$ cat src/rtl/d7s_pkg.sv
// Shared definitions for the three-digit seven-segment decoder: active-low segment
// codes (bit6=g .. bit0=a), the digit type and the sequencer state encoding.
package d7s_pkg;

  localparam logic [6:0] SEG_0     = 7'h40;
  localparam logic [6:0] SEG_1     = 7'h79;
  localparam logic [6:0] SEG_2     = 7'h24;
  localparam logic [6:0] SEG_3     = 7'h30;
  localparam logic [6:0] SEG_4     = 7'h19;
  localparam logic [6:0] SEG_5     = 7'h12;
  localparam logic [6:0] SEG_6     = 7'h02;
  localparam logic [6:0] SEG_7     = 7'h78;
  localparam logic [6:0] SEG_8     = 7'h00;
  localparam logic [6:0] SEG_9     = 7'h10;
  localparam logic [6:0] SEG_BLANK = 7'h7F;

  typedef logic [3:0] digit_t;

  typedef enum logic [2:0] {
    StIdle,
    StD2,
    StD1,
    StD0,
    StDone
  } state_t;

endpackage

$ cat src/rtl/d7s_seg2dig.sv
// Combinational segment-pattern to decimal-digit lookup.
// Optional feature: D7S_DEC_BLANK_ZERO_EN makes the blank pattern a legal zero.
module d7s_seg2dig
  import d7s_pkg::*;
(
  input  logic [6:0] seg_i,
  output digit_t     digit_o,
  output logic       legal_o
);

  // Illegal patterns report digit 0 so they contribute nothing to the sum.
  always_comb begin
    digit_o = 4'd0;
    legal_o = 1'b1;
    case (seg_i)
      SEG_0: digit_o = 4'd0;
      SEG_1: digit_o = 4'd1;
      SEG_2: digit_o = 4'd2;
      SEG_3: digit_o = 4'd3;
      SEG_4: digit_o = 4'd4;
      SEG_5: digit_o = 4'd5;
      SEG_6: digit_o = 4'd6;
      SEG_7: digit_o = 4'd7;
      SEG_8: digit_o = 4'd8;
      SEG_9: digit_o = 4'd9;
`ifdef D7S_DEC_BLANK_ZERO_EN
      SEG_BLANK: digit_o = 4'd0;
`endif
      default: legal_o = 1'b0;
    endcase
  end

endmodule

$ cat src/rtl/d7s_dec.sv
// Three-digit seven-segment to binary decoder. Captures seg2/seg1/seg0 on start,
// accumulates hundreds, tens, units over three cycles and saturates at 255.
// Optional feature: D7S_DEC_BLANK_ZERO_EN (blank decodes as a legal 0).
module d7s_dec
  import d7s_pkg::*;
(
  input  logic       clk,
  input  logic       reset,
  input  logic       start,
  input  logic [6:0] seg0,
  input  logic [6:0] seg1,
  input  logic [6:0] seg2,
  output logic [7:0] value,
  output logic       valid,
  output logic       busy,
  output logic       err,
  output logic       ovf
);

  state_t     state_q, state_d;
  logic [6:0] seg0_q, seg0_d, seg1_q, seg1_d, seg2_q, seg2_d;
  logic [9:0] acc_q, acc_d;
  logic       err_acc_q, err_acc_d;
  logic [7:0] value_q, value_d;
  logic       valid_q, valid_d;
  logic       err_q, err_d;
  logic       ovf_q, ovf_d;

  logic [6:0] sel_seg;
  digit_t     dig;
  logic       dig_ok;
  logic [9:0] dig_val;
  logic [9:0] acc_x10;
  logic [9:0] sum;

  // One shared lookup, steered to the digit the current state consumes.
  always_comb begin
    case (state_q)
      StD2:    sel_seg = seg2_q;
      StD1:    sel_seg = seg1_q;
      default: sel_seg = seg0_q;
    endcase
  end

  d7s_seg2dig u_seg2dig (
    .seg_i   (sel_seg),
    .digit_o (dig),
    .legal_o (dig_ok)
  );

  // acc never exceeds 99 before the multiply, so 10 bits hold acc*10+9 without loss.
  always_comb begin
    dig_val = dig_ok ? {6'd0, dig} : 10'd0;
    acc_x10 = (acc_q << 3) + (acc_q << 1);
    sum     = acc_x10 + dig_val;
  end

  // Sequencer next-state and result computation.
  always_comb begin
    state_d   = state_q;
    seg0_d    = seg0_q;
    seg1_d    = seg1_q;
    seg2_d    = seg2_q;
    acc_d     = acc_q;
    err_acc_d = err_acc_q;
    value_d   = value_q;
    err_d     = err_q;
    ovf_d     = ovf_q;
    valid_d   = 1'b0;
    case (state_q)
      StIdle: begin
        if (start) begin
          seg0_d  = seg0;
          seg1_d  = seg1;
          seg2_d  = seg2;
          state_d = StD2;
        end
      end
      StD2: begin
        acc_d     = dig_val;
        err_acc_d = ~dig_ok;
        state_d   = StD1;
      end
      StD1: begin
        acc_d     = sum;
        err_acc_d = err_acc_q | ~dig_ok;
        state_d   = StD0;
      end
      StD0: begin
        acc_d   = sum;
        valid_d = 1'b1;
        if (err_acc_q || !dig_ok) begin
          value_d = 8'd0;
          err_d   = 1'b1;
          ovf_d   = 1'b0;
        end else if (sum > 10'd255) begin
          value_d = 8'hFF;
          err_d   = 1'b0;
          ovf_d   = 1'b1;
        end else begin
          value_d = sum[7:0];
          err_d   = 1'b0;
          ovf_d   = 1'b0;
        end
        state_d = StDone;
      end
      StDone:  state_d = StIdle;
      default: state_d = StIdle;
    endcase
  end

  // State and registered outputs; reset wins over everything, including start.
  always_ff @(posedge clk) begin
    if (reset) begin
      state_q   <= StIdle;
      seg0_q    <= 7'd0;
      seg1_q    <= 7'd0;
      seg2_q    <= 7'd0;
      acc_q     <= 10'd0;
      err_acc_q <= 1'b0;
      value_q   <= 8'd0;
      valid_q   <= 1'b0;
      err_q     <= 1'b0;
      ovf_q     <= 1'b0;
    end else begin
      state_q   <= state_d;
      seg0_q    <= seg0_d;
      seg1_q    <= seg1_d;
      seg2_q    <= seg2_d;
      acc_q     <= acc_d;
      err_acc_q <= err_acc_d;
      value_q   <= value_d;
      valid_q   <= valid_d;
      err_q     <= err_d;
      ovf_q     <= ovf_d;
    end
  end

  assign value = value_q;
  assign valid = valid_q;
  assign err   = err_q;
  assign ovf   = ovf_q;
  assign busy  = (state_q != StIdle);

endmodule

$ cat config.mk
export PLATFORM = sky130hd
export DESIGN_NAME = d7s_dec
export DESIGN_NICKNAME = d
export VERILOG_FILES = /design/src/rtl/d7s_pkg.sv /design/src/rtl/d7s_seg2dig.sv /design/src/rtl/d7s_dec.sv
export SDC_FILE = /design/constraint.sdc
export NUM_CORES = 1
export LEC_CHECK = 0
export ABC_AREA = 1
export BUFFER_PORTS_ARGS = -buffer_cell sky130_fd_sc_hd__buf_2
export CAP_MARGIN = 20
export CORE_MARGIN = 2
export CORE_UTILIZATION = 62
export DETAILED_ROUTE_END_ITERATION = 8
export PLACE_DENSITY = 0.84
export SYNTH_ARGS = -nofsm -noshare
export SYNTH_HDL_FRONTEND = slang
export SYNTH_HIERARCHICAL = 1
export SYNTH_SLANG_ARGS = --single-unit
$ cat constraint.sdc
create_clock -name clk -period 5.2 [get_ports clk]
set_input_delay 0.52 -clock clk [delete_from_list [all_inputs] [get_ports clk]]
set_output_delay 0.52 -clock clk [all_outputs]
set_load 0.02 [all_outputs]
==> impl_metrics.csv, run 1 <==
group,metric,value,unit
synthesis,synth_top_area_frac,0.349,
worst_setup_path,ff2ff_setup_slack,1020,ps
global_route,grt_overflow,0,
timing,finalClockSkew,7.73,ps
cts,postCtsHoldBufs,0,
worst_setup_path,arrival,4350,ps
final_layout,finalNetCount,438,
final_layout,final_common_cell,"nand2_1",
power,finalPower,828,uW
cts,insertion_delay,300,ps
timing,setup_viol_count_final,0,
hold_path,hold_depth,2,
synthesis,synth_nets,407,
place,placed_cells,441,
hold_path,hold_path_class,"flop to flop",
synthesis,syn_area,2580,um^2
detailed_routing,wl_met1,2.76,mm
synthesis,syn_area_per_cell,7.04,um^2
worst_setup_path,crit_path_end_kind,"flop",
cts,cts.clk_slew.worst_paths,100,ps
worst_setup_path,cp_common_cell,"nand2_1",
global_route,grt_max_degree,43,
detailed_routing,drt_iter0_drc,155,
detailed_routing,met3_length,274,um
power,p_leak,1.45,nW
synthesis,synthTopCellsByArea,"dfxtp_1 35%, nand2_1 11%, inv_1 9.9%",
worst_setup_path,slowest_stage,"fa_1",
worst_setup_path,crit_fanout,11,
global_route,grt_pass1_wl,9.39,mm
cts,numCtsBuffers,5,
hold_path,hp-start,"seg0_q[0]$_SDFFE_PP0P_",
synthesis,synth-simple-area-share,0.256,
floorplan,fp.dieH,68.6,um
timing,rsz0062_at_grt,"false",
worst_setup_path,worst_r2r_endpoint,"value[0]$_SDFFE_PP0P_",
place,dp_hpwl,4.17,mm
timing,period_share,0.804,
outcome,status,"completed",
detailed_routing,wl_per_cell,12.4,um
global_route,grt_pass1_vias,2104,
timing,hold_viol_final,0,
detailed_routing,num_vias,2385,
timing,worstMarginPinSlew,634,ps
synthesis,ys_warn_count,6,
synthesis,postSynthCellCount,367,
place,numPortBuffers,35,
final_layout,finalNonFillerCells,449,
synthesis,synth_top_family_by_area,"simple AND/OR/NAND/NOR gates",
cts,cts_setup_buffers,0,
timing,period_needed,4180,ps
worst_setup_path,crit_buf_inv,3,
worst_setup_path,slowest_delay,500,ps
detailed_routing,viasPerCell,5.31,
worst_setup_path,startpoint_type,"flop",
synthesis,synth.distinct_cells,33,
worst_setup_path,path_cells,"nand3_1 -> nand2_2 -> inv_1 -> nand2_1 -> o221ai_1 -> inv_2 -> nand2_2 -> nor2_2 -> nand2_1 -> nand2_1 -> nor2_2 -> nand3_2 -> nand2_1 -> fa_1 -> fa_1 -> inv_1 -> nand3_1 -> nand3_1 -> nand2_1 -> nand2_1 -> nand2_1 -> nand2_2 -> a21oi_1",
timing,setup_tns,0,ps
power,max-vdd-ir-drop,0.181,mV
final_layout,final_cell_mix,"79 x nand2_1, 68 x inv_1, 45 x dfxtp_1",
timing,slew_headroom,0.577,
detailed_routing,first_pass_iters,4,
cts,cts_tree,"yes",
timing,timing.fmax,239,MHz
synthesis,ys_seq_area_frac,0.349,
worst_setup_path,crit_family,"simple AND/OR/NAND/NOR gates",
cts,root_buffer,"clkbuf_8",
synthesis,synth_seq_cells,45,
power,power_density,289,nW/um^2
timing,finalMaxSlewViolations,0,
floorplan,die_width,68.6,um
global_route,grt_usage,0.264,
worst_setup_path,rr_worst_depth,23,
synthesis,synth_xor_xnor_area_share,0.00339,
hold_path,min_to,"seg0_q[0]$_SDFFE_PP0P_",
global_route,antenna_found_initial,0,
final_layout,layout-drive-gt1-share,0.173,
detailed_routing,highest_layer,"met4",
worst_setup_path,r2r-start,"state_q[0]$_SDFFE_PP0P_",
cts,cts_resized,0,
synthesis,synth_compound_gate_area_share,0.182,
final_layout,syn_to_final_growth,10.8,%
floorplan,rows,23,
final_layout,nFillCells,330,
place,gp_congestion,0.920,
synthesis,synthMuxAreaShare,0,
cts,cts_max_level,2,
floorplan,ios,36,
worst_setup_path,path_class,"flop to flop",
detailed_routing,drt-total-wl,5.58,mm
cts,clk_path_buf_depth,2,
flow_run,cap_violations,0,
floorplan,coreArea,4000,um^2
floorplan,initial_core_util,0.646,
detailed_routing,route.detailed.drc,0,
detailed_routing,met2WireLength,2.49,mm
cts,cts.sinks,45,
floorplan,dieArea,4700,um^2
final_layout,antenna_cells,0,
detailed_routing,ant_nets,0,
synthesis,yosys.area.top_type,"dfxtp_1",
synthesis,yosys.area_share.adder,0.0833,
worst_setup_path,crit_required,5370,ps
worst max path at each step:
stage	startpoint	endpoint	slack, ps	cells after the start
2_1_floorplan	state_q[0]$_SDFFE_PP0P_	ovf$_SDFFE_PP0P_	1850	24
3_3_place_gp	state_q[1]$_SDFFE_PP0P_	value[0]$_SDFFE_PP0P_	1260	24
3_5_place_dp	state_q[0]$_SDFFE_PP0P_	value[0]$_SDFFE_PP0P_	1100	23
4_1_cts	state_q[0]$_SDFFE_PP0P_	value[0]$_SDFFE_PP0P_	1060	23
5_1_grt	state_q[0]$_SDFFE_PP0P_	value[0]$_SDFFE_PP0P_	530	25
6_report	state_q[0]$_SDFFE_PP0P_	value[0]$_SDFFE_PP0P_	1020	23
cells by family (layout without fill, tap and decap cells):
group	Yosys count	count (layout)
adders and majority gates	16	16
xor gates and xnor gates	1	1
and+or+nand+nor	139	139
DFF	45	45
buffers and inverters	84	116
AOI/OAI and AO/OA	82	82
layer usage:
| layer | up-vias | global-route usage |
|---|---|---|
| li1 | 1247 | - |
| met3 | 6 | 0.0519 |
| met4 | 0 | 0.0725 |
| met1 | 1073 | 0.385 |
| met5 | - | 0 |
| met2 | 59 | 0.395 |
cells in the mapped netlist, drive strengths merged:
cell,number
or2,1
nand3,24
nand2,85
a22oi,1
inv,73
nor3,1
a21o,1
a211oi,1
xnor2,1
nand4,2
o21ai,27
clkbuf,8
fa,2
a22o,2
a21oi,41
buf,3
nand3b,2
dfxtp,45
o221ai,9
ha,14
nor2,24
power by group:
group / leakage (nW) / switching [mW] / internal [mW] / total (mW)
Sequential: 0.368 / 0.0133 / 0.369 / 0.383
Clock: 0.0447 / 0.130 / 0.0971 / 0.227
Combinational: 1.03 / 0.144 / 0.0740 / 0.218
final cells by class:
type	count	area (um^2)	share of cell area
clock buffers	5	68.8	0.0240
repair buffers	35	175	0.0612
flip-flops and latches	45	901	0.315
well taps	50	62.6	0.0219
multi-input cells	238	1360	0.474
inverters	73	274	0.0957
clock inverters	3	25.0	0.00874
sequential cells by signal, indices dropped and copies added (netlist names):
signal,cells
state_q,3
acc_q,9
ovf,1
err,1
valid,1
seg1_q,7
value,8
seg0_q,7
err_acc_q,1
seg2_q,7
tightest hold or removal path: cells and delay by family (launching register included):
kind / cells / cell delay [ps]
AOI/OAI and AO/OA: 1 / 50
buffers and inverters: 1 / 50
DFF: 1 / 320
through the flow:
| stage | cell area, um^2 | worst slack [ps] | hold slack (ps) | utilization |
|---|---|---|---|---|
| 3_5_place_dp | 2770 | 1100 | 441 | 0.692 |
| 2_1_floorplan | 2580 | 1850 | 423 | - |
| 3_3_place_gp | 2770 | 1260 | 438 | 0.692 |
| 6_report | 2860 | 1020 | 457 | 0.716 |
| 4_1_cts | 2860 | 1060 | 455 | 0.716 |
| 5_1_grt | 2860 | 533 | 466 | 0.716 |
(Power assumes the default switching activity.)
==> run 2, diff against run 1 <==
CORE_UTILIZATION = 52   (was 62)
PLACE_DENSITY = 0.75   (was 0.84)
clock period = 3.7 ns   (was 5.2 ns; I/O delays follow)
==> impl_metrics.csv, run 2 (same netlist as run 1, synthesis figures left out) <==
group,metric,value,unit
cts,cts.sinks,45,
detailed_routing,first_pass_iters,5,
final_layout,final_cell_mix,"74 x nand2_1, 63 x inv_1, 42 x dfxtp_1",
worst_setup_path,worst_r2r_endpoint,"value[0]$_SDFFE_PP0P_",
timing,timing.fmax,285,MHz
floorplan,fp.dieH,74.5,um
worst_setup_path,crit_path_end_kind,"flop",
worst_setup_path,cp_common_cell,"nand2_1",
detailed_routing,num_vias,2469,
flow_run,cap_violations,0,
power,p_leak,1.54,nW
cts,cts_tree,"yes",
cts,clk_path_buf_depth,2,
timing,rsz0062_at_grt,"true",
hold_path,min_to,"seg2_q[2]$_SDFFE_PP0P_",
detailed_routing,drt_iter0_drc,145,
worst_setup_path,r2r-start,"state_q[0]$_SDFFE_PP0P_",
detailed_routing,wl_per_cell,13.0,um
timing,period_share,0.950,
place,gp_congestion,0.851,
global_route,grt_util_met3,0.0407,
final_layout,layout-drive-gt1-share,0.262,
worst_setup_path,slowest_stage,"fa_1",
worst_setup_path,startpoint_type,"flop",
timing,period_needed,3510,ps
cts,insertion_delay,310,ps
timing,worstMarginPinSlew,642,ps
floorplan,rows,25,
worst_setup_path,ff2ff_setup_slack,190,ps
final_layout,syn_to_final_growth,22.7,%
global_route,met2_usage,0.401,
timing,setup_ws,187,ps
power,max-vdd-ir-drop,0.293,mV
detailed_routing,drt-total-wl,6.20,mm
final_layout,antenna_cells,0,
floorplan,coreArea,4750,um^2
outcome,status,"completed",
power,power_density,407,nW/um^2
cts,cts.clk_slew.worst_paths,90,ps
timing,setup_tns,0,ps
final_layout,final_common_cell,"nand2_1",
global_route,grt_use_met1,0.261,
global_route,busiest_layer,"met2",
floorplan,ios,36,
global_route,grt_pass1_vias,2244,
timing,finalClockSkew,7.75,ps
global_route,grt_max_degree,43,
final_layout,largest_reg_flops,9,
final_layout,regMostFlops,"acc_q",
hold_path,hold_depth,3,
hold_path,hold_path_class,"primary input to flop",
place,place_ws,-47.5,ps
cts,cts_max_level,2,
timing,slew_headroom,0.572,
detailed_routing,route.detailed.drc,0,
worst_setup_path,slowest_delay,570,ps
floorplan,dieArea,5550,um^2
global_route,antenna_found_initial,0,
final_layout,finalNonFillerCells,475,
cts,numCtsBuffers,5,
worst_setup_path,arrival,3750,ps
worst_setup_path,rr_worst_depth,26,
detailed_routing,viasPerCell,5.20,
floorplan,die_width,74.5,um
global_route,grt_usage,0.226,
timing,setup_viol_count_final,0,
detailed_routing,ant_nets,0,
power,finalPower,1.29,mW
global_route,grt_overflow,0,
floorplan,initial_core_util,0.543,
final_layout,finalNetCount,447,
place,numPortBuffers,35,
place,placed_cells,461,
timing,hold_viol_final,0,
global_route,grt_pass1_wl,9.58,mm
worst_setup_path,crit_fanout,8,
cts,postCtsHoldBufs,0,
final_layout,utilization,0.667,
cts,root_buffer,"clkbuf_8",
place,dp_hpwl,4.28,mm
worst_setup_path,path_class,"flop to flop",
hold_path,hp-start,"seg2[2]",
timing,finalMaxSlewViolations,0,
worst_setup_path,crit_required,3940,ps
-- run 2: changes by cell type in the layout (fill, tap and decap cells not counted), moves of 5 or more --
cell,change
inv_2,+5
o221ai_1,-7
buf_4,+7
a21oi_1,-5
a21oi_2,+5
nand2_1,-5
o221ai_4,+5
inv_1,-5
-- run 2: what timing repair did --
action                     in CTS  in global routing
setup buffers                   0                  5
gates resized for setup         5                 40
setup endpoints to repair       9                 14
pin swaps                       1                  9
cloned                          0                  1
-- run 2: worst max path at each step --
stage	endpoint	slack [ps]	startpoint	cells past startpoint
floorplan	ovf$_SDFFE_PP0P_	350	state_q[0]$_SDFFE_PP0P_	24
global placement	value[5]$_SDFFE_PP0P_	50	state_q[0]$_SDFFE_PP0P_	21
detailed placement	value[6]$_SDFFE_PP0P_	-50	state_q[0]$_SDFFE_PP0P_	24
CTS	value[0]$_SDFFE_PP0P_	3	state_q[0]$_SDFFE_PP0P_	26
global route	value[3]$_SDFFE_PP0P_	-20	state_q[0]$_SDFFE_PP0P_	25
finish	value[0]$_SDFFE_PP0P_	190	state_q[0]$_SDFFE_PP0P_	26
-- run 2: through the flow --
step	instance area, um^2	hold WS, ps
after floorplan	2580	423
after global routing	3170	366
final	3170	341
after detailed placement	2810	442
after global placement	2810	441
after CTS	2950	341
-- run 2: layout make-up --
class	count	area, um^2
Clock buffer	6	72.6
Clock inverter	2	38.8
Fill cell	424	1580
Inverter	73	274
Multi-Input combinational cell	239	1560
Sequential cell	45	907
Tap cell	67	83.8
Timing Repair Buffer	43	239
-- run 2: routing by layer --
metal	routed length [um]	vias to the layer above
li1	-	1258
met1	2460	1120
met2	3290	74
met3	282	17
met4	164	0
met5	0	-
-- run 2: where the power goes --
part	internal, mW	switching (mW)	leakage (nW)
registers	0.519	0.0191	0.370
clock network	0.203	0.172	0.0554
logic	0.136	0.241	1.12
total	0.858	0.433	1.54
-- run 2: worst max-delay path, delay by kind of cell (launching register included) --
family | cells | cell delay [ps]
buf+inv | 3 | 230
simple gates | 19 | 1680
compound gates | 2 | 290
fa+ha+maj | 2 | 860
flops | 1 | 370
==> run 3, diff against run 2 <==
CORE_UTILIZATION = 57   (was 52)
PLACE_DENSITY = 0.78   (was 0.75)
clock period = 3.3 ns   (was 3.7 ns; I/O delays follow)
==> impl_metrics.csv, run 3 (same netlist as run 1, synthesis figures left out) <==
group,metric,value,unit
detailed_routing,drt_iter0_drc,147,
cts,cts_tree,"yes",
final_layout,nFillCells,227,
final_layout,antenna_cells,0,
worst_setup_path,startpoint_type,"flop",
floorplan,rows,24,
worst_setup_path,crit_required,3490,ps
power,finalPower,1.65,mW
worst_setup_path,cp_common_cell,"nand2_1",
final_layout,final_cell_mix,"59 x inv_1, 58 x nand2_1, 42 x dfxtp_1",
detailed_routing,drt-total-wl,8.36,mm
worst_setup_path,path_cells,"inv_2 -> nand3_4 -> buf_12 -> o221ai_4 -> inv_2 -> nand2_1 -> nor2_2 -> nand2_1 -> nand2_2 -> nor2_2 -> nand3_2 -> nand2_2 -> fa_1 -> fa_2 -> inv_2 -> nand3_2 -> nand3_2 -> nand2_1 -> nand2_1 -> nand2_2 -> nand2_4 -> a21oi_2",
global_route,grt_max_degree,43,
floorplan,initial_core_util,0.593,
detailed_routing,wl_per_cell,17.0,um
detailed_routing,ant_nets,0,
global_route,grt_usage,0.281,
timing,finalMaxSlewViolations,0,
timing,period_needed,3470,ps
timing,slew_headroom,0.534,
cts,cts.sinks,45,
outcome,status,"finished, violations left",
detailed_routing,viasPerCell,5.80,
place,numPortBuffers,35,
worst_setup_path,slowest_delay,460,ps
global_route,grt_overflow,0,
floorplan,coreArea,4350,um^2
global_route,antenna_found_initial,0,
worst_setup_path,path_class,"flop to flop",
floorplan,ios,36,
final_layout,largest_reg_flops,9,
timing,finalClockSkew,3.65,ps
place,placed_cells,462,
cts,numCtsBuffers,5,
floorplan,fp.dieH,71.3,um
final_layout,final_common_cell,"inv_1",
hold_path,hold_path_class,"primary input to flop",
timing,hold_viol_final,0,
cts,cts.clk_slew.worst_paths,90,ps
floorplan,dieArea,5090,um^2
final_layout,utilization,0.845,
worst_setup_path,slowest_stage,"fa_1",
timing,period_share,1.05,
final_layout,syn_to_final_growth,42.4,%
detailed_routing,route.detailed.drc,0,
timing,setup_viol_count_final,10,
worst_setup_path,crit_path_end_kind,"flop",
cts,cts_max_level,2,
power,power_density,449,nW/um^2
detailed_routing,first_pass_iters,5,
floorplan,die_width,71.3,um
power,max-vdd-ir-drop,0.365,mV
cts,insertion_delay,310,ps
detailed_routing,num_vias,2853,
worst_setup_path,crit_fanout,5,
worst_setup_path,ff2ff_setup_slack,-170,ps
cts,clk_path_buf_depth,2,
final_layout,finalNetCount,479,
timing,rsz0062_at_grt,"true",
worst_setup_path,arrival,3660,ps
flow_run,cap_violations,0,
global_route,grt_pass1_vias,2604,
power,p_leak,1.76,nW
cts,root_buffer,"clkbuf_8",
timing,worstMarginPinSlew,698,ps
outcome,failed_checks,"negative setup slack",
place,dp_hpwl,4.20,mm
place,gp_congestion,0.911,
global_route,grt_pass1_wl,11.2,mm
final_layout,finalNonFillerCells,492,
timing,timing.fmax,288,MHz
final_layout,layout-drive-gt1-share,0.409,
final_layout,regMostFlops,"acc_q",
timing,setup_ws,-170,ps
## run 3: what timing repair did
action / in CTS / in global routing
resized for setup: 74 / 33
setup endpoints to repair: 13 / 15
pin swaps: 43 / 30
hold endpoints to repair: 0 / 0
gates cloned: 2 / 0
hold buffers: 0 / 0
buffers inserted: 13 / 7
## run 3: path summary, 6_finish.rpt
kind | start | end | cells after the start
min | seg1[4] | seg1_q[4]$_SDFFE_PP0P_ | 3
max | state_q[2]$_SDFFE_PP0P_ | value[3]$_SDFFE_PP0P_ | 22
min reg2reg | acc_q[7]$_SDFFE_PP0P_ | acc_q[7]$_SDFFE_PP0P_ | 2
max reg2reg | state_q[2]$_SDFFE_PP0P_ | value[3]$_SDFFE_PP0P_ | 22
## run 3: where the power goes
part           internal, mW  switching [mW]  total, mW
clock                 0.231           0.210      0.441
sequential            0.582          0.0279      0.610
combinational         0.246           0.353      0.600
## run 3: worst max-delay path, delay by kind of cell, from the launching register on
family	cells	cell delay (ps)
buffers and inverters	4	440
flip-flops	1	350
AO/OA/AOI/OAI	2	340
adder cells (fa/ha/maj)	2	850
AND/OR/NAND/NOR	14	1320
## run 3: through the flow
step	area (um^2)	setup slack [ps]	hold WS, ps	setup TNS (ps)
6_report	3680	-170	299	-1380
3_5_place_dp	2930	-260	436	-2340
2_1_floorplan	2600	13.3	423	0
3_3_place_gp	2930	-176	433	-1570
5_1_grt	3680	-331	324	-3460
4_1_cts	3470	6.10	284	0
## run 3: area by class of cell
cell class	count	area, um^2	share of cell area
clock buffer	5	68.8	0.0187
clock inverter	3	47.5	0.0129
inverter	73	282	0.0765
multi-input combinational	239	1770	0.481
sequential	45	907	0.247
tap	52	65.1	0.0177
timing repair buffer	75	541	0.147
## run 3: metal layers
metal / share of wire / track usage / vias up
li1: - / - / 1323
met1: 0.37 / 0.291 / 1322
met2: 0.52 / 0.520 / 159
met3: 0.050 / 0.0549 / 49
met4: 0.054 / 0.164 / 0
met5: 0 / 0 / -
